### src/rtl/pic_host_pkg.sv
// Shared types and constants for the PIC8259A host-side sequencer.
package pic_host_pkg;

  typedef enum logic [3:0] {
    StWaitStart,
    StWSetup,
    StWStrobe,
    StWHold,
    StRun,
    StRSetup,
    StRStrobe,
    StRHold,
    StInta1,
    StIntaGap,
    StInta2,
    StIntaDone
  } state_e;

  typedef enum logic [2:0] {
    StepIcw1,
    StepIcw2,
    StepIcw3,
    StepIcw4,
    StepOcw1
  } step_e;

  localparam logic A0_CMD  = 1'b0;
  localparam logic A0_DATA = 1'b1;

  localparam logic [7:0] ICW1_DEFAULT = 8'h13;
  localparam logic [7:0] ICW2_DEFAULT = 8'h20;
  localparam logic [7:0] ICW3_DEFAULT = 8'h00;
  localparam logic [7:0] ICW4_DEFAULT = 8'h01;
  localparam logic [7:0] OCW1_DEFAULT = 8'h00;

  localparam int unsigned INTA_GAP_CYCLES = 2;

  // ICW3 only exists in cascade mode (SNGL=0); ICW4 only when IC4=1.
  function automatic step_e next_step(step_e s, logic sngl, logic ic4);
    step_e n;
    case (s)
      StepIcw1: n = StepIcw2;
      StepIcw2: n = !sngl ? StepIcw3 : (ic4 ? StepIcw4 : StepOcw1);
      StepIcw3: n = ic4 ? StepIcw4 : StepOcw1;
      default:  n = StepOcw1;
    endcase
    return n;
  endfunction

endpackage

### src/rtl/pic_strobe_timer.sv
// Loadable down-counter timing strobe lows and the INTA gap; last flags the final clock.
module pic_strobe_timer #(
  parameter int unsigned PULSE_CYCLES = 2,
  parameter int unsigned W            = $clog2(PULSE_CYCLES + 1)
) (
  input  logic         clk,
  input  logic         reset_bar,
  input  logic         i_load,
  input  logic [W-1:0] i_load_val,
  input  logic         i_dec,
  output logic         o_last
);

  logic [W-1:0] r_cnt;

  always_ff @(posedge clk or negedge reset_bar) begin
    if (!reset_bar) begin
      r_cnt <= '0;
    end else if (i_load) begin
      r_cnt <= i_load_val;
    end else if (i_dec && (r_cnt != '0)) begin
      r_cnt <= r_cnt - 1'b1;
    end
  end

  assign o_last = (r_cnt == '0);

endmodule

### src/rtl/pic_host_sequencer.sv
// Bus master for the PIC8259A: init write sequence, INTA acknowledge and host register access.
module pic_host_sequencer
  import pic_host_pkg::*;
#(
  parameter logic [7:0]  ICW1_VAL     = ICW1_DEFAULT,
  parameter logic [7:0]  ICW2_VAL     = ICW2_DEFAULT,
  parameter logic [7:0]  ICW3_VAL     = ICW3_DEFAULT,
  parameter logic [7:0]  ICW4_VAL     = ICW4_DEFAULT,
  parameter logic [7:0]  OCW1_VAL     = OCW1_DEFAULT,
  parameter int unsigned PULSE_CYCLES = 2
) (
  input  logic       clk,
  input  logic       reset_bar,
  input  logic       start,
  output logic       init_done,
  output logic       busy,
  input  logic       host_rd_req,
  input  logic       host_wr_req,
  input  logic       host_a0,
  input  logic [7:0] host_wdata,
  output logic [7:0] host_rdata,
  output logic       host_ack,
  input  logic       ack_ready,
  output logic       vector_valid,
  output logic [7:0] vector_out,
  output logic       chip_select_bar,
  output logic       read_bar,
  output logic       write_bar,
  output logic       INTA_bar,
  output logic       A0,
  output logic [7:0] data_out,
  input  logic [7:0] data_in,
  input  logic       int_to_cpu
);

  localparam int unsigned TW = $clog2(PULSE_CYCLES + 1);

  state_e       r_state, w_state_d;
  step_e        r_step, w_step_d, w_step_next;
  logic         r_host_op, w_host_op_d;
  logic         r_rearm, w_rearm_d;
  logic         r_int_meta, r_int_s;
  logic         r_a0, w_a0_d;
  logic [7:0]   r_dout, w_dout_d;
  logic [7:0]   r_rdata, w_rdata_d;
  logic [7:0]   r_vector, w_vector_d;
  logic         r_init_done, w_init_done_d;
  logic         r_host_ack, w_host_ack_d;
  logic         r_vector_valid, r_busy;
  logic         r_cs_bar, r_rd_bar, r_wr_bar, r_inta_bar;
  logic         w_init_go;
  logic         w_tmr_load, w_tmr_dec, w_tmr_last;
  logic [TW-1:0] w_tmr_load_val;

  function automatic logic [7:0] step_word(step_e s);
    case (s)
      StepIcw1: return ICW1_VAL;
      StepIcw2: return ICW2_VAL;
      StepIcw3: return ICW3_VAL;
      StepIcw4: return ICW4_VAL;
      default:  return OCW1_VAL;
    endcase
  endfunction

  assign w_step_next = next_step(r_step, ICW1_VAL[1], ICW1_VAL[0]);

  pic_strobe_timer #(
    .PULSE_CYCLES (PULSE_CYCLES),
    .W            (TW)
  ) u_timer (
    .clk        (clk),
    .reset_bar  (reset_bar),
    .i_load     (w_tmr_load),
    .i_load_val (w_tmr_load_val),
    .i_dec      (w_tmr_dec),
    .o_last     (w_tmr_last)
  );

  always_comb begin
    w_state_d      = r_state;
    w_step_d       = r_step;
    w_host_op_d    = r_host_op;
    w_rearm_d      = r_rearm;
    w_a0_d         = r_a0;
    w_dout_d       = r_dout;
    w_rdata_d      = r_rdata;
    w_vector_d     = r_vector;
    w_init_done_d  = r_init_done;
    w_host_ack_d   = 1'b0;
    w_init_go      = 1'b0;
    w_tmr_load     = 1'b0;
    w_tmr_load_val = TW'(PULSE_CYCLES - 1);
    w_tmr_dec      = 1'b0;

    unique case (r_state)
      StWaitStart: w_init_go = start;
      StWSetup: begin
        w_tmr_load = 1'b1;
        w_state_d  = StWStrobe;
      end
      StWStrobe: begin
        if (w_tmr_last) w_state_d = StWHold;
        else            w_tmr_dec = 1'b1;
      end
      StWHold: begin
        if (r_host_op) begin
          w_state_d    = StRun;
          w_host_ack_d = 1'b1;
        end else if (r_step == StepOcw1) begin
          w_state_d     = StRun;
          w_init_done_d = 1'b1;
        end else begin
          w_step_d  = w_step_next;
          w_a0_d    = A0_DATA;
          w_dout_d  = step_word(w_step_next);
          w_state_d = StWSetup;
        end
      end
      StRun: begin
        if (!r_int_s) w_rearm_d = 1'b1;
        // The ack cycle still shows the old level request; skip it so it is not re-serviced.
        if (start) begin
          w_init_go = 1'b1;
        end else if (r_int_s && r_rearm && ack_ready) begin
          w_state_d  = StInta1;
          w_tmr_load = 1'b1;
        end else if (!r_host_ack && host_wr_req) begin
          w_state_d   = StWSetup;
          w_host_op_d = 1'b1;
          w_a0_d      = host_a0;
          w_dout_d    = host_wdata;
        end else if (!r_host_ack && host_rd_req) begin
          w_state_d   = StRSetup;
          w_host_op_d = 1'b1;
          w_a0_d      = host_a0;
        end
      end
      StRSetup: begin
        w_tmr_load = 1'b1;
        w_state_d  = StRStrobe;
      end
      StRStrobe: begin
        if (w_tmr_last) begin
          w_rdata_d = data_in;
          w_state_d = StRHold;
        end else begin
          w_tmr_dec = 1'b1;
        end
      end
      StRHold: begin
        w_state_d    = StRun;
        w_host_ack_d = 1'b1;
      end
      StInta1: begin
        if (w_tmr_last) begin
          w_state_d      = StIntaGap;
          w_tmr_load     = 1'b1;
          w_tmr_load_val = TW'(INTA_GAP_CYCLES - 1);
        end else begin
          w_tmr_dec = 1'b1;
        end
      end
      StIntaGap: begin
        if (w_tmr_last) begin
          w_state_d  = StInta2;
          w_tmr_load = 1'b1;
        end else begin
          w_tmr_dec = 1'b1;
        end
      end
      StInta2: begin
        if (w_tmr_last) begin
          w_vector_d = data_in;
          w_state_d  = StIntaDone;
        end else begin
          w_tmr_dec = 1'b1;
        end
      end
      StIntaDone: begin
        w_rearm_d = 1'b0;
        w_state_d = StRun;
      end
      default: w_state_d = StWaitStart;
    endcase

    if (w_init_go) begin
      w_state_d     = StWSetup;
      w_step_d      = StepIcw1;
      w_host_op_d   = 1'b0;
      w_a0_d        = A0_CMD;
      w_dout_d      = ICW1_VAL;
      w_init_done_d = 1'b0;
    end
  end

  // Strobes are registered decodes of the next state, so they line up with the state they mark.
  always_ff @(posedge clk or negedge reset_bar) begin
    if (!reset_bar) begin
      r_state        <= StWaitStart;
      r_step         <= StepIcw1;
      r_host_op      <= 1'b0;
      r_rearm        <= 1'b1;
      r_int_meta     <= 1'b0;
      r_int_s        <= 1'b0;
      r_a0           <= 1'b0;
      r_dout         <= 8'h00;
      r_rdata        <= 8'h00;
      r_vector       <= 8'h00;
      r_init_done    <= 1'b0;
      r_host_ack     <= 1'b0;
      r_vector_valid <= 1'b0;
      r_busy         <= 1'b0;
      r_cs_bar       <= 1'b1;
      r_rd_bar       <= 1'b1;
      r_wr_bar       <= 1'b1;
      r_inta_bar     <= 1'b1;
    end else begin
      r_state        <= w_state_d;
      r_step         <= w_step_d;
      r_host_op      <= w_host_op_d;
      r_rearm        <= w_rearm_d;
      r_int_meta     <= int_to_cpu;
      r_int_s        <= r_int_meta;
      r_a0           <= w_a0_d;
      r_dout         <= w_dout_d;
      r_rdata        <= w_rdata_d;
      r_vector       <= w_vector_d;
      r_init_done    <= w_init_done_d;
      r_host_ack     <= w_host_ack_d;
      r_vector_valid <= (w_state_d == StIntaDone);
      r_busy         <= !(w_state_d inside {StWaitStart, StRun});
      r_cs_bar       <= !(w_state_d inside {StWSetup, StWStrobe, StWHold,
                                             StRSetup, StRStrobe, StRHold});
      r_rd_bar       <= (w_state_d != StRStrobe);
      r_wr_bar       <= (w_state_d != StWStrobe);
      r_inta_bar     <= !(w_state_d inside {StInta1, StInta2});
    end
  end

  assign init_done       = r_init_done;
  assign busy            = r_busy;
  assign host_rdata      = r_rdata;
  assign host_ack        = r_host_ack;
  assign vector_valid    = r_vector_valid;
  assign vector_out      = r_vector;
  assign chip_select_bar = r_cs_bar;
  assign read_bar        = r_rd_bar;
  assign write_bar       = r_wr_bar;
  assign INTA_bar        = r_inta_bar;
  assign A0              = r_a0;
  assign data_out        = r_dout;

endmodule
### config.mk
export PLATFORM = sky130hd
export DESIGN_NAME = pic_host_sequencer
export DESIGN_NICKNAME = d
export VERILOG_FILES = /design/src/rtl/pic_host_pkg.sv /design/src/rtl/pic_strobe_timer.sv /design/src/rtl/pic_host_sequencer.sv
export SDC_FILE = /design/constraint.sdc
export NUM_CORES = 1
export LEC_CHECK = 0
export CORE_MARGIN = 3
export CORE_UTILIZATION = 30
export CTS_BUF_LIST = sky130_fd_sc_hd__clkbuf_4
export DETAILED_ROUTE_END_ITERATION = 8
export SYNTH_ARGS = -nofsm -noshare
export SYNTH_HDL_FRONTEND = slang
export SYNTH_SLANG_ARGS = --single-unit
### constraint.sdc
create_clock -name clk -period 2.4 [get_ports clk]
set_input_delay 0.48 -clock clk [delete_from_list [all_inputs] [get_ports clk]]
set_output_delay 0.48 -clock clk [all_outputs]
set_load 0.1 [all_outputs]
# --- Yosys cells after proc, flatten, opt, wreduce, memory -nomap -nowiden ---
# Cells that the tools add are included.
# Widths: inputs -> output; s select.
totals:
  register_bits: 46
  word_cells: 155
  inputBits: 24
op_classes:
  addsub: 1
  n_reduce_logical: 38
  n_eq_ne: 39
  mux: 58
op_table:
  columns: ["operator", "count"]
  rows:
  - ["$mux 8", 6]
  - ["$pmux 4 s11", 1]
  - ["$mux 4", 10]
  - ["$eq 4x3->1 const B", 8]
  - ["$eq 4x4->1 const B", 7]
  - ["$mux 1", 25]
  - ["$mux 3", 6]
  - ["$pmux 6 s3", 1]
  - ["$eq 4x2->1 const B", 4]
  - ["$pmux 8 s2", 1]
  - ["$reduce_bool 2->1", 8]
  - ["$ne 3x3->1 const B", 5]
  - ["$reduce_and 6->1", 2]
  - ["$eq 4x1->1 const B", 2]
  - ["$logic_not 4->1", 2]
  - ["$pmux 1 s2", 4]
  - ["$reduce_or 2->1", 4]
  - ["$eq 3x1->1 const B", 2]
  - ["$eq 3x2->1 const B", 2]
  - ["$logic_not 3->1", 2]
  - ["$ne 2x2->1 const B", 3]
  - ["$pmux 3 s2", 1]
  - ["$reduce_and 2->1", 3]
  - ["$reduce_and 3->1", 2]
  - ["other kinds (15)", 25]

# --- Logic depth before layout (Yosys ltp) ---
logic_depth:
  depth_word: 11
  depth_mapped: 7
  ltp_nobuf: 7

# --- Hierarchy ---
# From an unflattened synthesis, not the netlist that was laid out.
hier_totals:
  cells_unflattened: 186
  hier_area_um2: 2177.1
modules_own_cells:
  columns: ["module", "area_per_inst_um2", "cells_per_inst", "seq_area_each_um2", "instances"]
  rows:
  - ["pic_host_sequencer", 2045.7, 173, 1107.3, 1]
  - ["pic_strobe_timer", 131.4, 13, 50.0, 1]

# --- Worst setup path after synthesis ---
# No wires, ideal clock.
synth_path:
  path_type: "register -> register"
  from: "reg r_host_ack, in the netlist host_ack"
  to: "reg r_wr_bar, in the netlist write_bar"
  t_arrival_ps: 2024
  period_less_slack_ps: 2118
  setup_ps: 94
  path_slack_ps: 282
  path_stages_with_launch: 5
  path_cell_list: "dfrtp_1 -> nor3_1 -> o211ai_4 -> and2_4 -> or4b_1"
synth_via:
  elab_chain_cells: 9
  word_cells_on_any_way: 10
  cone_classes: "1 x eq/ne; 6 x mux; 3 x reduce/logical"
synth_lines:
  columns: ["item", "line_no", "source"]
  rows:
  - ["start, declared", "pic_host_sequencer.sv:48", "logic r_host_ack, w_host_ack_d;"]
  - ["start signal, assigned", "pic_host_sequencer.sv:229", "r_host_ack <= w_host_ack_d;"]
  - ["$logic_not 1->1 (*)", "pic_host_sequencer.sv:127, pic_host_sequencer.sv:132", null]
  - ["$logic_and 1x1->1", "pic_host_sequencer.sv:132", "end else if (!r_host_ack && host_rd_req) begin"]
  - ["$mux 4", "pic_host_sequencer.sv:132", null]
  - ["$mux 4 (*)", "pic_host_sequencer.sv:127", "end else if (!r_host_ack && host_wr_req) begin"]
  - ["$mux 4 (*)", "pic_host_sequencer.sv:124", "end else if (r_int_s && r_rearm && ack_ready) begin"]
  - ["$mux 4 (*)", "pic_host_sequencer.sv:122", "if (start) begin"]
  - ["$pmux 4 s11 (*)", "pic_host_sequencer.sv:95", "unique case (r_state)"]
  - ["$mux 4 (*)", "pic_host_sequencer.sv:186", "if (w_init_go) begin"]
  - ["$ne 4x2->1 (*)", "pic_host_sequencer.sv:235", "r_wr_bar <= (w_state_d != StWStrobe);"]
  - ["end signal, assigned", "pic_host_sequencer.sv:235", null]
  - ["end, declared", "pic_host_sequencer.sv:50", "logic r_cs_bar, r_rd_bar, r_wr_bar, r_inta_bar;"]
# Every way passes the cells marked *; elsewhere a longest branch is shown, timed or not.
# A chain may end at the register's enable or synchronous reset.

==> key figures <==
Clock network
  • H-tree lvl count: 2
  • CTS tree: done
  • Setup repair bufs after CTS: 0
  • Post-cts sizing count: 0
  • Clk sink count: 46
  • Number of buffers created by CTS: 5
  • Clock slew at reported path FFs: 0.15 ns
  • Post-cts hold buffer count: 0
  • Root Buffer: clkbuf_4
  • Clk Latency, worst-skew pair: roughly 0.36 ns
  • CTS Buffer Depth: 2

Setup path
  • CP cell instances: inv_1 -> ha_1 -> or3b_1 -> a21oi_2 -> nor3_4 -> a211oi_2 -> mux2i_1
  • Worst setup path endpoint: data_out[1]
  • Family with the most delay on the worst path: compound AO/OA/AOI/OAI gates
  • Worst-path fanout max: 6
  • Kind of critical path: flop to flop
  • Crit. End Element: flop
  • Critical Path Stages: 7
  • FF-to-FF setup slack: 0.30 ns
  • Reg2Reg Capture Point: data_out[1]
  • CP Data Required Time: 2.69 ns
  • Worst setup SP type: flop
  • Worst reg2reg path startpoint: u_timer.r_cnt[0]
  • R2r worst-path depth: 7
  • Worst setup path start: u_timer.r_cnt[0]
  • Slowest CP cell: or3b_1
  • Buf/Inv on CP: 1
  • Slowest stage delay, CP: 0.41 ns
  • Arrival time worst endpoint: 2.39 ns

Timing
  • Max-slew violations: 0
  • Skew final: between 0.004 and 0.005 ns
  • Min Tclk post-route: about 2.1 ns
  • Rel. slew slack: between 60 and 70%
  • RSZ-0062 raised after global routing: false
  • Final setup vio count: 0
  • Tcrit/Tclk final: between 80% and 90%
  • Fmax: 475 MHz
  • Final Hold Viols: 0
  • Worst-margin pin slew: 0.580 ns
  • Setup TNS: 0 ns
  • Min Hold Slack: 0.0474 ns

Routing
  • DR DRC count: 0
  • Routed Antenna Nets: 0
  • DR iter-0 viols: 92
  • Vias: 1825
  • Vias per cell: 4.92
  • Drt pass-1 iters: 4
  • Final wirelength: 5510 um
  • Routed len/inst: 14.8 um

Logic synthesis
  • #FFs+latches synth: 46
  • Ys Warns: 0
  • Post-synthesis net count: about 230
  • Mapped Cells: roughly 210
  • EDFF count, synth: 0
  • Sequential area share after synthesis: 50.5%
  • Syn avg cell area: between 10 and 15 um^2
  • FFs w/ async S/R, synth: 100%
  • Mapped cell area: between 2000 and 2500 um^2
  • Synth cell types: 56
  • Ys flop type: dfrtp_1

Power
  • Psw: 2.33 mW
  • Leak: 1.33 nW
  • Total power draw: 4.38 mW
  • Internal Power: about 2.1 mW
  • Clk pwr share: 11.3%
  • Sw Share: 53.1%
  • Logic pwr share: 59.3%
  • Reg power frac: roughly 30%
  • Power Density: roughly 1500 nW/um^2
  • Worst VDD drop: between 0.0008 and 0.0009 V

Global routing
  • First-pass GRT wire length: 9190 um
  • GRT Overall Usage: 13.3%
  • Initial antenna violation count: 0
  • Pin count of the biggest net entering global routing: 27
  • Congestion Overflow GR: 0
  • Vias in the first global route: 1828

Placed design
  • Dpl hpwl: 4080 um
  • PortBufs: between 50 and 60
  • Routability cong.: ~0.9

Layout
  • # fillers: around 730
  • Core Util, Final: between 40% and 50%
  • Layout cells sized above 1: 32.4%
  • Ant diodes: 0
  • Nets: 296
  • Synth-to-Final Area Change: 30.0%
  • Area of the multi-input gates: 1050 um^2
  • Flip-flop and latch area: 1160 um^2

Die
  • # IOs: 57
  • Chip width: 93.4 um
  • # rows: 31
  • Core area: between 7000 and 8000 um^2
  • Die span in y: a little over 90 um
  • Initial Util: a little under a third
  • Die area: 8730 um^2

Hold path
  • Worst Hold Class: input pin to async pin

Outcome
  • Outcome: completed

Job
  • Max-cap violations: 0
worst reg2reg max path, cell delays in order (launching register included):
cell and delay, ns:
dfrtp_1 0.39, inv_1 0.05, ha_1 0.26, or3b_1 0.41, a21oi_2 0.21, nor3_4 0.08
a211oi_2 0.38, mux2i_1 0.24
area by class of cell:
class / instances / area share, %
Multi-Input combinational cell: 145 / 35.3
Clock buffer: 5 / 1.26
Timing Repair Buffer: 64 / 17.9
Sequential cell: 46 / 38.8
Tap cell: 99 / 4.16
Inverter: 9 / 1.13
Clock inverter: 3 / 1.47
kinds of logic (layout without fill, tap and decap cells):
logic type	Yosys count	in the layout	synth area share (%)
buffers and inverters	16	81	3.71
adder cells (fa/ha/maj)	1	1	0.545
XOR/XNOR	3	3	1.15
AO/OA/AOI/OAI	46	46	14.0
flip-flops	46	46	50.5
multiplexers	21	21	10.0
AND/OR/NAND/NOR	74	74	20.1
how the worst min path moves through the flow:
stage,start,to,slack (ns),depth (start not counted)
global placement,r_int_meta,r_int_s,0.34,0
finish,reset_bar,r_step[0],0.05,1
global route,reset_bar,host_rdata[5],0.06,1
CTS,reset_bar,r_step[0],0.07,1
floorplan,reset_bar,A0,0.18,0
detailed placement,r_int_meta,r_int_s,0.34,0
power groups by stage:
| stage | sequential, mW | clock, mW | combinational, mW |
|---|---|---|---|
| after global routing | 1.33 | 0.537 | 2.78 |
| after detailed placement | 1.30 | 0 | 2.60 |
| final | 1.29 | 0.495 | 2.59 |
| after global placement | 1.30 | 0 | 2.59 |
| after CTS | 1.29 | 0.509 | 2.61 |
| after floorplan | 2.26 | 0 | 1.09 |
sequential cells by signal, summed over array words and instances (netlist names), 2 cells and up:
| register | count |
|---|---|
| host_rdata | 8 |
| u_timer.r_cnt | 2 |
| r_step | 3 |
| vector_out | 8 |
| data_out | 8 |
| r_state | 4 |
per-layer routing:
| metal | GRT usage [%] | up-vias | wire length [um] |
|---|---|---|---|
| li1 | - | 867 | - |
| met1 | 18.5 | 891 | 2570 |
| met2 | 20.3 | 55 | 2540 |
| met3 | 3.14 | 12 | 297 |
| met4 | 4.52 | 0 | 100 |
| met5 | 0 | - | 0 |
per-stage QoR:
| stage | setup WS, ns | std cells | area (um^2) |
|---|---|---|---|
| finish | 0.296 | 371 | 2980 |
| global route | 0.149 | 371 | 2980 |
| CTS | 0.298 | 371 | 2980 |
| detailed placement | 0.156 | 363 | 2900 |
| global placement | 0.210 | 363 | 2900 |
| floorplan | 0.282 | 207 | 2290 |
cell usage after synthesis (all sizes together), types with 2 or more instances:
| cell type | count | area [um^2] |
|---|---|---|
| and2 | 3 | 21.3 |
| nand4b | 2 | 17.5 |
| mux2i | 5 | 50.1 |
| or3 | 2 | 17.5 |
| dfstp | 5 | 131 |
| or2b | 2 | 15.0 |
| nand3 | 4 | 20.0 |
| a21oi | 15 | 82.6 |
| nor4b | 5 | 58.8 |
| xnor2 | 3 | 26.3 |
| a31o | 2 | 17.5 |
| buf | 7 | 51.3 |
| a2bb2oi | 2 | 17.5 |
| nand2 | 19 | 73.8 |
| and3 | 2 | 12.5 |
| o21ai | 11 | 55.1 |
| nor3 | 6 | 56.3 |
| a211oi | 2 | 20.0 |
| dfrtp | 41 | 1030 |
| nand3b | 3 | 26.3 |
| nand2b | 2 | 12.5 |
| inv | 9 | 33.8 |
| a21o | 2 | 15.0 |
| o31ai | 2 | 15.0 |
| mux2 | 16 | 180 |
| nor2 | 18 | 72.6 |
placed cells by master (no fill, tap or decap), drive strengths merged, types with 3 or more instances in the layout:
| cell type | netlist | routed |
|---|---|---|
| dfrtp | 41 | 41 |
| a21oi | 15 | 15 |
| clkdlybuf4s50 | 0 | 22 |
| nand3b | 3 | 3 |
| inv | 9 | 10 |
| nor4b | 5 | 5 |
| and2 | 3 | 3 |
| nand2 | 19 | 19 |
| nand3 | 4 | 4 |
| xnor2 | 3 | 3 |
| nor3 | 6 | 6 |
| o21ai | 11 | 11 |
| nor2 | 18 | 18 |
| mux2 | 16 | 16 |
| dfstp | 5 | 5 |
| buf | 7 | 42 |
| clkbuf | 0 | 5 |
| mux2i | 5 | 5 |
Power figures use the tool's default switching activity.
